$ cat src/rtl/prio_seg_scan_pkg.sv
// Shared constants for the priority encoder / seven-segment scanner:
// the hex font, the dash and blank glyphs, and a clog2 helper.
// All segment codes are active-low, bits 7..1 = a..g, bit 0 = dp (kept off).
package prio_seg_pkg;

    localparam logic [7:0] SEG_DASH  = 8'hFD;
    localparam logic [7:0] SEG_BLANK = 8'hFF;

    localparam logic [7:0] SEG_FONT [16] = '{
        8'h03, 8'h9F, 8'h25, 8'h0D, 8'h99, 8'h49, 8'h41, 8'h1F,
        8'h01, 8'h09, 8'h11, 8'hC1, 8'h63, 8'h85, 8'h61, 8'h71
    };

    // Smallest r with 2**r >= n; returns 0 for n <= 1.
    function automatic int clog2(input int n);
        int r;
        r = 0;
        for (int i = 0; i < 31; i++) begin
            if ((1 << i) < n) r = i + 1;
        end
        return r;
    endfunction

endpackage

$ cat src/rtl/prio_seg_scan_if.sv
// Board-side bundle of prio_seg_scan: switch inputs and control in,
// encoded result and seven-segment/anode pins out.
interface prio_seg_scan_if
    import prio_seg_pkg::*;
#(
    parameter int IN_W   = 16,
    parameter int DIGITS = 2
);
    localparam int IDX_W = clog2(IN_W);

    logic [IN_W-1:0]   x;
    logic              en;
    logic              hold;
    logic [IDX_W-1:0]  y;
    logic              sig;
    logic              chg;
    logic [7:0]        seg;
    logic [DIGITS-1:0] an;

    modport master (output x, en, hold, input y, sig, chg, seg, an);
    modport slave  (input x, en, hold, output y, sig, chg, seg, an);

endinterface

$ cat src/rtl/prio_seg_scan_seg_scan.sv
// Multiplexed seven-segment driver: cnt/dp scan counter, one-hot-low anode
// decode and nibble-to-font lookup. Shows a dash on every digit when the
// value is not valid.
// Optional build macro: PRIO_SEG_BLANK_EN enables leading-zero blanking
// (digit 0 is never blanked).
module seg_scan
    import prio_seg_pkg::*;
#(
    parameter int DIGITS   = 2,
    parameter int SCAN_DIV = 1000,
    parameter int VAL_W    = 4
) (
    input  logic              clk,
    input  logic              rst,
    input  logic [VAL_W-1:0]  i_val,
    input  logic              i_sig,
    output logic [7:0]        o_seg,
    output logic [DIGITS-1:0] o_an
);
    localparam int CNT_W = (SCAN_DIV > 1) ? clog2(SCAN_DIV) : 1;
    localparam int DP_W  = (DIGITS > 1) ? clog2(DIGITS) : 1;
    localparam int EXT_W = 4 * DIGITS;

    logic [CNT_W-1:0] r_cnt;
    logic [DP_W-1:0]  r_dp;
    logic [EXT_W-1:0] w_ext;
    logic [3:0]       w_nib;
    logic             w_blank;

    assign w_ext = EXT_W'(i_val);

    // Dwell counter; the digit pointer steps when the dwell expires.
    always_ff @(posedge clk or posedge rst) begin
        if (rst) begin
            r_cnt <= '0;
            r_dp  <= '0;
        end else if (r_cnt == CNT_W'(SCAN_DIV - 1)) begin
            r_cnt <= '0;
            r_dp  <= (r_dp == DP_W'(DIGITS - 1)) ? '0 : r_dp + 1'b1;
        end else begin
            r_cnt <= r_cnt + 1'b1;
        end
    end

    assign o_an = ~(DIGITS'(1) << r_dp);

    // Select the nibble belonging to the digit currently driven.
    always_comb begin
        w_nib = '0;
        for (int d = 0; d < DIGITS; d++) begin
            if (r_dp == DP_W'(d)) w_nib = w_ext[4*d +: 4];
        end
    end

`ifdef PRIO_SEG_BLANK_EN
    logic [DP_W-1:0] w_top;

    // Locate the most significant nonzero digit; digit 0 is the floor.
    always_comb begin
        w_top = '0;
        for (int d = 1; d < DIGITS; d++) begin
            if (w_ext[4*d +: 4] != 4'h0) w_top = DP_W'(d);
        end
    end

    assign w_blank = (r_dp > w_top);
`else
    assign w_blank = 1'b0;
`endif

    // Glyph for the active digit.
    always_comb begin
        o_seg = SEG_DASH;
        if (i_sig) o_seg = w_blank ? SEG_BLANK : SEG_FONT[w_nib];
    end

endmodule

$ cat src/rtl/prio_seg_scan.sv
// Priority encoder with registered result, valid flag, hold/freeze and a
// change pulse, driving a scanned multi-digit hex display of the index.
// Optional build macro: PRIO_SEG_BLANK_EN (leading-zero blanking in seg_scan).
module prio_seg_scan
    import prio_seg_pkg::*;
#(
    parameter int IN_W     = 16,
    parameter int DIGITS   = 2,
    parameter int SCAN_DIV = 1000
) (
    input  logic          clk,
    input  logic          rst,
    prio_seg_scan_if.slave bus
);
    localparam int IDX_W = clog2(IN_W);

    logic [IDX_W-1:0]  w_idx;
    logic              w_vld;
    logic [IDX_W-1:0]  r_y;
    logic              r_sig;
    logic              r_chg;
    logic [7:0]        w_seg;
    logic [DIGITS-1:0] w_an;

    // Highest set bit wins; a disabled or empty request reports index 0, invalid.
    always_comb begin
        w_idx = '0;
        w_vld = 1'b0;
        if (bus.en) begin
            for (int i = 0; i < IN_W; i++) begin
                if (bus.x[i]) begin
                    w_idx = IDX_W'(i);
                    w_vld = 1'b1;
                end
            end
        end
    end

    // Result register; hold freezes it and suppresses the change pulse.
    always_ff @(posedge clk or posedge rst) begin
        if (rst) begin
            r_y   <= '0;
            r_sig <= 1'b0;
            r_chg <= 1'b0;
        end else if (bus.hold) begin
            r_chg <= 1'b0;
        end else begin
            r_y   <= w_idx;
            r_sig <= w_vld;
            r_chg <= ({w_vld, w_idx} != {r_sig, r_y});
        end
    end

    seg_scan #(
        .DIGITS   (DIGITS),
        .SCAN_DIV (SCAN_DIV),
        .VAL_W    (IDX_W)
    ) u_seg_scan (
        .clk   (clk),
        .rst   (rst),
        .i_val (r_y),
        .i_sig (r_sig),
        .o_seg (w_seg),
        .o_an  (w_an)
    );

    assign bus.y   = r_y;
    assign bus.sig = r_sig;
    assign bus.chg = r_chg;
    assign bus.seg = w_seg;
    assign bus.an  = w_an;

endmodule

$ cat src/flat_wrapper.sv
// flat-port wrapper written by rule: the top's interface ports become plain ports
module prio_seg_scan_flat import prio_seg_pkg::*;
#(
    parameter int IN_W     = 16,
    parameter int DIGITS   = 2,
    parameter int SCAN_DIV = 1000
)
  (clk, rst, bus_x, bus_en, bus_hold, bus_y, bus_sig, bus_chg, bus_seg, bus_an);
  prio_seg_scan_if #(.IN_W(IN_W), .DIGITS(DIGITS)) bus_i ();
  input  logic clk;
  input  logic rst;
  input wire logic [$bits(bus_i.x)-1:0] bus_x;
  input wire logic [$bits(bus_i.en)-1:0] bus_en;
  input wire logic [$bits(bus_i.hold)-1:0] bus_hold;
  output wire logic [$bits(bus_i.y)-1:0] bus_y;
  output wire logic [$bits(bus_i.sig)-1:0] bus_sig;
  output wire logic [$bits(bus_i.chg)-1:0] bus_chg;
  output wire logic [$bits(bus_i.seg)-1:0] bus_seg;
  output wire logic [$bits(bus_i.an)-1:0] bus_an;
  assign bus_i.x = bus_x;
  assign bus_i.en = bus_en;
  assign bus_i.hold = bus_hold;
  assign bus_y = bus_i.y;
  assign bus_sig = bus_i.sig;
  assign bus_chg = bus_i.chg;
  assign bus_seg = bus_i.seg;
  assign bus_an = bus_i.an;
  prio_seg_scan #(.IN_W(IN_W), .DIGITS(DIGITS), .SCAN_DIV(SCAN_DIV)) u_core (.clk(clk), .rst(rst), .bus(bus_i));
endmodule
$ cat config.mk
export PLATFORM = sky130hd
export DESIGN_NAME = prio_seg_scan_flat
export DESIGN_NICKNAME = d
export VERILOG_FILES = /design/src/rtl/prio_seg_scan_pkg.sv /design/src/rtl/prio_seg_scan_if.sv /design/src/rtl/prio_seg_scan_seg_scan.sv /design/src/rtl/prio_seg_scan.sv /design/src/flat_wrapper.sv
export SDC_FILE = /design/constraint.sdc
export NUM_CORES = 1
export LEC_CHECK = 0
export ABC_AREA = 1
export CORE_MARGIN = 8
export CORE_UTILIZATION = 40
export CTS_CLUSTER_DIAMETER = 100
export DETAILED_ROUTE_END_ITERATION = 10
export GPL_ROUTABILITY_DRIVEN = 0
export PLACE_DENSITY = 0.67
export SYNTH_ARGS = -nofsm -noshare
export SYNTH_HDL_FRONTEND = slang
export SYNTH_HIERARCHICAL = 1
export SYNTH_SLANG_ARGS = --single-unit
$ cat constraint.sdc
create_clock -name clk -period 2.2 [get_ports clk]
set_input_delay 0.44 -clock clk [delete_from_list [all_inputs] [get_ports clk]]
set_output_delay 0.44 -clock clk [all_outputs]
set_load 0.01 [all_outputs]
# Yosys cells after proc, flatten, opt, wreduce, memory -nomap -nowiden
# Memory sizes are Yosys's and may differ from the RTL's.
# Index checks and enable logic that the tools add are counted.
word_totals:
  memories: 1
  ff_bits: 17
  mem_bits_ro: 128
memory_table:
  columns: ["memory", "words", "word_bits", "read_ports", "rd_ports_with_merged_regs", "write_ports", "line_no", "text"]
  rows:
  - ["(name not given)", 16, 8, 1, 0, 0, "prio_seg_scan_seg_scan.sv:74", "if (i_sig) o_seg = w_blank ? SEG_BLANK : SEG_FONT[w_nib];"]
op_classes:
  mux: 40
  n_eq_ne: 2
  add_sub_neg: 2
  bitwise_logic: 2
  n_shift: 1
  magnitude_cmp: 1
ops:
  columns: ["op", "n"]
  rows:
  - ["two-way mux 4 bit", 10]
  - ["two-way mux 8 bit", 3]
  - ["two-way mux 1 bit", 20]
  - ["two-way mux 3 bit", 4]
  - ["adder 10 x 1 -> 10 bit, second input constant", 1]
  - ["equality test 10 bit, second input constant", 1]
  - ["two-way mux 10 bit", 1]
  - ["greater-or-equal comparator 5 bit, second input constant", 1]
  - ["!= test 5 bit", 1]
  - ["inverter 4 -> 5 bit", 1]
  - ["two-way mux 2 bit", 2]
  - ["inverter 2 bit", 1]
  - ["left shift 1 x 1 -> 2 bit, first input constant", 1]
  - ["adder 1 bit, second input constant", 1]

# Depth between registers and ports, before layout
depth:
  word_depth: 19
  depth_mapped: 19
  ltp_nobuf: 19

# Hierarchy
# Netlist, hierarchy kept.
modules_own_cells:
  columns: ["mod", "seq_area_each_um2", "n_inst", "area_each_um2", "cells_per_inst"]
  rows:
  - ["seg_scan", 275.3, 1, 900.9, 135]
  - ["prio_seg_scan", 150.1, 1, 529.3, 82]

# Worst setup path before layout
# OpenSTA, ideal clock, no wires.
synth_path:
  path_kind: "register to output"
  start: "reg u_core.u_seg_scan.r_dp"
  end: "out bus_seg[7]"
  n_path_buf: 0
  t_required_ns: 1.760
  t_arrival_ns: 1.418
  path_slack_ns: 0.342
  stages_incl_launch_ff: 9
  cell_sequence: "dfrtp_1 > inv_2 > nand2_1 > inv_1 > ha_1 > inv_1 > o21ai_0 > nand2_1 > nand3_1"
synth_via:
  elab_chain_len: 6
synth_lines:
  columns: ["element", "line_no", "text"]
  rows:
  - ["from (decl)", "prio_seg_scan_seg_scan.sv:25", "logic [DP_W-1:0] r_dp;"]
  - ["from (signal assigned)", "prio_seg_scan_seg_scan.sv:39", "r_dp <= (r_dp == DP_W'(DIGITS - 1)) ? '0 : r_dp + 1'b1;"]
  - ["two-way mux 4 bit", "prio_seg_scan_seg_scan.sv:51", "if (r_dp == DP_W'(d)) w_nib = w_ext[4*d +: 4];"]
  - ["inverter 4 -> 5 bit (not written as such)", "prio_seg_scan_seg_scan.sv:74", null]
  - ["memory (16 x 8 bit)", null, null]
  - ["two-way mux 8 bit (not written as such) (2 in a row)", "prio_seg_scan_seg_scan.sv:74", null]
  - ["two-way mux 8 bit", "prio_seg_scan_seg_scan.sv:74", null]
  - ["to (decl)", "flat_wrapper.sv:18", "output wire logic [$bits(bus_i.seg)-1:0] bus_seg;"]
# No other way between the ends. The select of a mux whose other input is x is not followed.

# Worst setup path after layout
layout_path:
  start: "reg u_core.u_seg_scan.r_dp"
  end: "out bus_seg[1]"
# Same word-level chain as after synthesis.

==> results_dict.tcl <==
set metrics [dict create \
    outcome "finished, final reports clean" \
    drive_gt1_share_pct 20.3 \
    final_util_pct 55.6 \
    dp.cells 303 \
    grt-ovfl-total 0 \
    synth_fa_ha_area_share_pct 7.00 \
    worstSetupPathDepth 9 \
    io_buffers 34 \
    numCtsBuffers 3 \
    cts_buffer_depth 2 \
    die-height_um 75.8 \
    die_area_mm2 0.00574 \
    startpoint "u_core/u_seg_scan/r_dp" \
    stdcell_count 307 \
    yosysWarnings 6 \
    max_freq_mhz 495 \
    cp.arrival_ns 1.58 \
    path_buf_inv 4 \
    drtIter0Drc 47 \
    end_kind "output pin" \
    cp-endpoint "bus_seg[1]" \
    h-tree-depth 1 \
    nNetsFinal 290 \
    core_area_mm2 0.00339 \
    power_frac_seq_pct 43.5 \
    finalCriticalPeriod_ns 2.02 \
    synth_top_area_share_pct 29.7 \
    fin_tns_setup_ns 0 \
    grt_pass1_wl_um 5680 \
    pwr-share-clk_pct 21.5 \
    ir_drop_mv 0.198 \
    synth-async-reset-ratio_pct 100 \
    avgSynthCellArea_um2 6.59 \
    regArea_um2 425 \
    clock_skew_ns 0.000332 \
    synth-main-ff-cell "dfrtp_1" \
    hold_viol 0 \
    clock-sinks 17 \
    switching_power_uw 258 \
    seq_area_frac_synth_pct 29.7 \
    ys_seq_elements 17 \
    yosys-top-cells-count "68 x nand2_1, 28 x inv_1, 24 x nand3_1, 23 x nor2_1, 17 x dfrtp_1" \
    grt_pass1_vias 1366 \
    drt_first_pass_iters 4 \
    ios 36 \
    num_vias 1406 \
    critical_path.top_delay_family "flip-flops" \
    rr_worst_depth 7 \
    grt_max_degree 12 \
    rsz0062_at_grt "no" \
    finalCritPeriodShare_pct 91.9 \
    ff2ff_setup_slack_ns 0.91 \
    drc 0 \
    synth_cell_types 26 \
    drv_slew 0 \
    synth.most_common_cell "nand2_1" \
    synth-compound-area-share_pct 7.79 \
    drv_cap 0 \
    start_util_pct 42.2 \
    synth.area.mux_share_pct 0 \
    reg2reg_from "u_core/bus.y[3]" \
    rows 21 \
    finalWirelength_um 3160 \
    postSynthCellCount 217 \
    synth-simple-area-share_pct 40.9 \
    place_hpwl_um 2720 \
    clock_latency_ns 0.29 \
    p_leak_nw 0.969 \
    root_buffer "clkbuf_4" \
    critPathKind "reg -> out" \
    p_sw_share_pct 33.1 \
    setup_viol 0 \
    clk_pin_slew_ns 0.11 \
    hold_path_class "in -> async" \
    multi_input_area_um2 867 \
    die_width_um 75.8 \
    diodes 0 \
    synthXorXnorAreaFrac_pct 3.59 \
    pwr-share-comb_pct 35.0 \
    drtAntennaViolNets 0 \
    nFillCells 338 \
    slowest_stage "dfrtp_1" \
    final_area_mm2 0.00188 \
    cp_data_required_time_ns 1.76 \
    grt_usage_pct 12.4 \
    p_int_uw 521 \
    crit_chain "inv_2 > nand2_2 > inv_2 > ha_1 > inv_1 > nand2_1 > nand3_1 > a21boi_2 > clkbuf_2" \
    start_kind "register" \
    tritoncts "built" \
    area_growth_pct 31.8 \
    vias_per_cell 4.58 \
    synth_edf_count 0 \
    synth_top_area_cell "dfrtp_1" \
    post_dp_cell_area_mm2 0.00187 \
    power_density_mw_per_mm2 413 \
    synth_area_mm2 0.00143 \
    routedWlPerCell_um 10.3 \
    synth_top_family_by_area "simple AND/OR/NAND/NOR gates" \
    worst-path-max-fanout 4 \
    antenna_found_initial 0 \
    crit_top_cell "inv_2" \
    syn_nets 245 \
    hold_buffers 0 \
    max_stage_delay_ns 0.40 \
    holdWs_ns 0.390 \
    r2r-end "u_core/bus.chg" \
    yosys-top-cells-area "dfrtp_1 30%, nand2_1 18%, nand3_1 8.4%, inv_1 7.3%, ha_1 7.0%" \
]
-- how the worst min path moves through the flow --
stage | cells after the start | to | slack [ns] | start
2_1_floorplan | 1 | u_core/bus.chg | 0.23 | rst
3_3_place_gp | 1 | u_core/u_seg_scan/r_cnt[0] | 0.45 | u_core/u_seg_scan/r_cnt[0]
3_5_place_dp | 1 | u_core/u_seg_scan/r_cnt[0] | 0.46 | u_core/u_seg_scan/r_cnt[0]
4_1_cts | 2 | u_core/bus.sig | 0.40 | rst
5_1_grt | 2 | u_core/bus.y[1] | 0.42 | rst
6_report | 2 | u_core/bus.sig | 0.39 | rst
-- cells by family (layout without fill, tap and decap cells) --
logic type | Yosys count | in the layout
compound gates | 17 | 17
xor+xnor | 5 | 5
fa+ha+maj | 8 | 8
buf+inv | 39 | 83
flops | 17 | 17
other cells | 1 | 1
simple gates | 130 | 130
-- metrics by stage --
step           worst slack, ns  power [mW]
3_3_place_gp            0.0314       0.633
6_report                 0.179       0.779
3_5_place_dp           -0.0371       0.633
5_1_grt                 0.0209       0.844
4_1_cts                 0.0108       0.795
2_1_floorplan            0.342       0.494
-- sequential cells by signal, summed over array words and instances (netlist names) --
name,cells
u_core/bus.chg,1
u_core/bus.sig,1
u_core/bus.y,4
u_core/u_seg_scan/r_cnt,10
u_core/u_seg_scan/r_dp,1
-- layer usage --
metal / GRT usage [%] / wire (um) / vias to the layer above
met2: 20.8 / 1420 / 36
met3: 3.68 / 267 / 2
met4: 3.20 / 21 / 0
met1: 15.0 / 1450 / 610
met5: 0 / 0 / -
li1: - / - / 758
-- final cells by class --
type,count,area share [%]
multi-input cells,161,46.0
flip-flops and latches,17,22.6
repair buffers,42,19.4
inverters,37,7.37
well taps,46,3.05
clock buffers,3,1.20
clock inverters,1,0.398
-- cell usage in the layout (no fill, tap or decap), drive strengths merged --
master,synthesis,final
nor2,30,30
conb,1,1
nand3,24,24
ha,8,8
a31oi,1,1
o211ai,1,1
inv,37,37
dfrtp,17,17
nor4,1,1
o21ai,10,10
clkbuf,0,9
clkdlybuf4s50,0,27
a21boi,1,1
clkinvlp,0,1
nor3,1,1
xor2,3,3
xnor2,2,2
nand2,74,74
buf,2,9
a21oi,4,4
-- timing repair --
action	in CTS	in global routing
endpoints found under the hold margin	0	0
resized for setup	14	17
setup endpoints to repair	7	7
buffers inserted	0	0
-- power by group through the flow --
stage | combinational (mW) | clock [mW] | sequential [mW]
after floorplan | 0.146 | 0 | 0.348
after global placement | 0.288 | 0 | 0.344
after detailed placement | 0.289 | 0 | 0.344
after CTS | 0.280 | 0.177 | 0.339
after global routing | 0.311 | 0.192 | 0.342
final | 0.272 | 0.167 | 0.339
(Power assumes the default switching activity.)
